File: src/rtl/serial_subtractor.sv
// Bit-serial LSB-first subtractor: diff = A - B - borrow_in over WIDTH clocks.
// Optional macro SERIAL_SUB_OVERFLOW_EN adds a registered signed-overflow output.
module serial_subtractor #(
    parameter int WIDTH = 8
) (
    input  logic             clk,
    input  logic             rst,
    input  logic             start,
    input  logic [WIDTH-1:0] A,
    input  logic [WIDTH-1:0] B,
    input  logic             borrow_in,
    output logic             busy,
    output logic             done,
    output logic [WIDTH-1:0] diff,
    output logic             borrow_out
`ifdef SERIAL_SUB_OVERFLOW_EN
    ,
    output logic             overflow
`endif
);

    localparam int CNT_W = $clog2(WIDTH);
    localparam logic [CNT_W-1:0] LAST = CNT_W'(WIDTH - 1);

    typedef enum logic {
        IDLE,
        SHIFT
    } state_t;

    state_t state_q, state_d;

    logic [WIDTH-1:0] a_sr, b_sr, diff_sr;
    logic             borrow_q;
    logic [CNT_W-1:0] cnt;
    logic             last_bit;
    logic             d_bit, borrow_nxt;

    always_ff @(posedge clk) begin
        if (rst) begin
            state_q <= IDLE;
        end else begin
            state_q <= state_d;
        end
    end

    always_comb begin
        state_d  = state_q;
        busy     = 1'b0;
        last_bit = 1'b0;
        case (state_q)
            IDLE: begin
                if (start) state_d = SHIFT;
            end
            SHIFT: begin
                busy = 1'b1;
                if (cnt == LAST) begin
                    state_d  = IDLE;
                    last_bit = 1'b1;
                end
            end
            default: state_d = IDLE;
        endcase
    end

    // One full-subtractor cell shared across all bit positions
    always_comb begin
        d_bit      = a_sr[0] ^ b_sr[0] ^ borrow_q;
        borrow_nxt = (~a_sr[0] & b_sr[0]) | (~(a_sr[0] ^ b_sr[0]) & borrow_q);
    end

    always_ff @(posedge clk) begin
        if (rst) begin
            a_sr       <= '0;
            b_sr       <= '0;
            diff_sr    <= '0;
            borrow_q   <= 1'b0;
            cnt        <= '0;
            diff       <= '0;
            borrow_out <= 1'b0;
            done       <= 1'b0;
`ifdef SERIAL_SUB_OVERFLOW_EN
            overflow   <= 1'b0;
`endif
        end else begin
            done <= 1'b0;
            if (state_q == IDLE && start) begin
                a_sr     <= A;
                b_sr     <= B;
                borrow_q <= borrow_in;
                cnt      <= '0;
                diff_sr  <= '0;
            end else if (state_q == SHIFT) begin
                a_sr     <= {1'b0, a_sr[WIDTH-1:1]};
                b_sr     <= {1'b0, b_sr[WIDTH-1:1]};
                diff_sr  <= {d_bit, diff_sr[WIDTH-1:1]};
                borrow_q <= borrow_nxt;
                cnt      <= cnt + 1'b1;
                // Visible result only moves on the final bit so diff stays stable mid-operation
                if (last_bit) begin
                    diff       <= {d_bit, diff_sr[WIDTH-1:1]};
                    borrow_out <= borrow_nxt;
                    done       <= 1'b1;
`ifdef SERIAL_SUB_OVERFLOW_EN
                    overflow   <= borrow_q ^ borrow_nxt;
`endif
                end
            end
        end
    end

endmodule

File: config.mk
export PLATFORM = sky130hd
export DESIGN_NAME = serial_subtractor
export DESIGN_NICKNAME = d
export VERILOG_FILES = /design/src/rtl/serial_subtractor.sv
export SDC_FILE = /design/constraint.sdc
export NUM_CORES = 1
export LEC_CHECK = 0
export ABC_AREA = 1
export BUFFER_PORTS_ARGS = -buffer_cell sky130_fd_sc_hd__buf_2
export CORE_ASPECT_RATIO = 0.7
export CORE_UTILIZATION = 53
export DETAILED_ROUTE_END_ITERATION = 12
export GPL_ROUTABILITY_DRIVEN = 0
export PLACE_DENSITY = 0.77
export SLEW_MARGIN = 20
export SYNTH_ARGS = -nofsm -noshare
export SYNTH_HDL_FRONTEND = slang
export SYNTH_SLANG_ARGS = --single-unit
File: constraint.sdc
create_clock -name clk -period 1.5 [get_ports clk]
set_input_delay 0.225 -clock clk [delete_from_list [all_inputs] [get_ports clk]]
set_output_delay 0.225 -clock clk [all_outputs]
set_load 0.01 [all_outputs]
==> qor_table.md <==
| Parameter | Value |
|---|---|
| Distinct cell type count after synthesis | 18 |
| Design area | 1844 sq um |
| Share of the yosys chip area belonging to registers | 0.4818 |
| Number of DRC violations after detailed routing | 0 |
| Worst path max stage delay | 0.45 ns |
| Number of antenna violations at the first check in global routing | 0 |
| Area fraction in compound gates after synthesis | 0.04358 |
| Slew margin rel. | 0.7098 |
| Final clock period utilization by the worst path | 0.8653 |
| Inst Count DP | 278 |
| Sink of the worst hold path | b_sr[7] |
| HPWL after detailed placement | 2.149 mm |
| Detailed Route Iter0 Violations | 93 |
| Buffers plus inverters on the worst setup path | 2 |
| Area share of xor/xnor cells in the synthesized design | 0.005547 |
| Vias in the first global route | 1126 |
| Synth area leader | dfxtp_1 |
| Total Nets Final | 272 |
| Remaining antenna violation count | 0 |
| Final routed wire length divided by cell count | 10.70 um |
| Static leakage power | 0.9593 nW |
| Endpoint of the lowest-slack register-to-register path | diff[1] |
| Post-detailed-routing wire length | 3.061 mm |
| Share of cells above drive strength 1 | 0.2000 |
| Setup total negative slack | 0 ns |
| Root Driver | clkbuf_8 |
| Timing-limited maximum frequency | 770.4 MHz |
| Worst setup EP type | primary output |
| Number of hold-slack violations in the final timing report | 0 |
| Synthesis Warnings | 0 |
| RSZ-0062 raised after global routing | no |
| P&R area growth vs syn | 16.80% |
| TritonCTS buffer count | 5 |
| Crit Path Class | reg -> out |
| Gate Count Post-Synth | 216 |
| Largest net degree at the start of global routing | 25 |
| Critical Path Slowest Stage Cell | dfxtp_2 |
| TritonRoute pass-1 iters | 4 |
| Core footprint | 2823 sq um |
| Actual slew at the worst max-slew pin | 0.4353 ns |
| Pwr/cell area | 1068 nW/um^2 |
| Count of buffers from port buffering | 30 |
| CTS sink count | 38 |
| Worst Hold Class | in -> reg |
| Post-detailed-placement cell area | 1752 sq um |
| Clock insertion delay at the later pin of the skew report | 0.28 ns |
| Number of pins exceeding their max-slew limit in the final report | 0 |
| Nature of the critical path startpoint | flip-flop |
| Most frequent standard cell in the layout excluding fill and tap cells | nand2_1 |
| Largest delay contributor family on the critical path | flip-flops |
| Final number of setup-violating endpoints | 0 |
| Clock Pin Slew Worst Setup and Hold Paths | 0.07 ns |
| Largest family of logic cells by synthesized area | simple AND/OR/NAND/NOR gates |
| Top library cells by usage in the layout, fill and taps aside | nand2_1 (84), nand3_1 (40), dfxtp_1 (37) |
| Ordered list of cells on the worst path | buf_4 > buf_2 |
| Depth of the worst register-to-register path | 6 |
| Reg-to-reg critical path startpoint | cnt[0] |
| Highest fanout seen on the critical path | 10 |
| Avg Cell Area, Syn | 7.310 sq um |
| Critical path data required time | 1.27 ns |
| Grt total ovfl | 0 |
| Effective utilization at floorplan | 0.5594 |
| End-of-flow core utilization | 0.6534 |
| Number of diodes added for antenna fixing | 0 |
| Row count | 16 |
| Hold-critical path depth | 2 |
| Wire length of the first global-routing pass | 4.885 mm |
| CTS H-tree lvls | 2 |
| Post-Synth Adder-Cell Area | 0.02853 |
| Total vias in the final route | 1403 |
| Max-cap viol count | 0 |
| Synthesized area | 1579 sq um |
| Yosys reg bits | 38 |
| Multiplexer share of the synthesized area | 0 |
| Critical path arrival | 1.07 ns |
| Vias per Instance | 4.906 |
| Die boundary width | 67.24 um |
| Worst reg-to-reg setup slack | 0.28 ns |
| Longest Clk Path Bufs | 2 |
| Clock tree from TritonCTS | yes |
| Combined global-route utilization of all metal layers | 0.2123 |
| Post_cts resized | 0 |
| Number of top-level pins | 31 |
| Portion of synthesized cell area occupied by the leading cell type | 0.4818 |
| Dominant cells by area after synthesis | dfxtp_1 (48%), nand2_1 (20%), nand3_1 (13%), inv_1 (4.5%), a21oi_1 (3.5%) |
| Post-synth net total | 239 |
| Hold_buf cts | 0 |
| Origin of the worst min-delay path | rst |
| Run status | complete, no violations |
| Area fraction in and, or, nand and nor cells after synthesis | 0.3447 |
| Vertical die dimension | 47.67 um |
| Final min period | 1.298 ns |
| Final setup skew | 0.004077 ns |
| Post-CTS setup-driven buffer insertion count | 0 |
| Number of standard cells in the final layout excluding fillers | 286 |
| Die area | 3205 sq um |
| IR drop worst, VDD | 564.9 uV |
## kinds of logic after synthesis
family,Yosys count
AO/OA/AOI/OAI,13
XOR/XNOR,1
adder cells (fa/ha/maj),3
buffers and inverters,32
flip-flops,38
AND/OR/NAND/NOR,129
## cell usage after synthesis, drive strengths merged
cell,instances
ha,2
buf,10
xnor2,1
clkinv,1
fa,1
nand2,85
nand3,40
dfxtp,38
nor2,4
inv,21
o21ai,2
a21oi,11
## final cells by class
| class | count | area (sq um) |
|---|---|---|
| inverter | 22 | 83.83 |
| clock inverter | 1 | 5.005 |
| tap | 36 | 45.04 |
| fill | 263 | 978.4 |
| sequential | 38 | 762.0 |
| multi-input combinational | 146 | 666.9 |
| clock buffer | 7 | 86.33 |
| timing repair buffer | 36 | 195.2 |
## sequential cells by signal, indices dropped and copies added (netlist names)
register / count
a_sr: 8
b_sr: 8
diff: 8
diff_sr: 7
cnt: 3
borrow_out: 1
borrow_q: 1
done: 1
state_q: 1
## per-stage QoR
stage                     hold slack, ns  worst slack (ns)  power, mW
after CTS                         0.1276           0.03330      1.977
after detailed placement          0.4268            0.2405      1.279
final                             0.1337            0.2020      1.970
after global routing              0.1313            0.1210      2.058
after global placement            0.4304            0.2653      1.276
after floorplan                   0.2941            0.3857      1.223
## worst max-delay path by stage
stage	start	slack, ns	end	cells after the start
2_1_floorplan	cnt[0]	0.39	diff[7]	6
3_3_place_gp	start	0.27	cnt[0]	4
3_5_place_dp	start	0.24	cnt[0]	4
4_1_cts	state_q	0.03	busy	2
5_1_grt	state_q	0.12	busy	2
6_report	state_q	0.20	busy	2
## report_power, final
part           internal (mW)  switching, mW
Clock                  0.371          0.342
Sequential              1.04         0.0240
Combinational         0.0779          0.113
## routing by layer
metal / global-route usage / vias up / part of all wire
li1: - / 740 / -
met1: 0.2859 / 627 / 0.49
met5: 0 / - / 0
met4: 0.07660 / 0 / 0.0029
met3: 0.06429 / 2 / 0.052
met2: 0.3260 / 34 / 0.45
No activity file was read; power rests on OpenSTA's default activity.
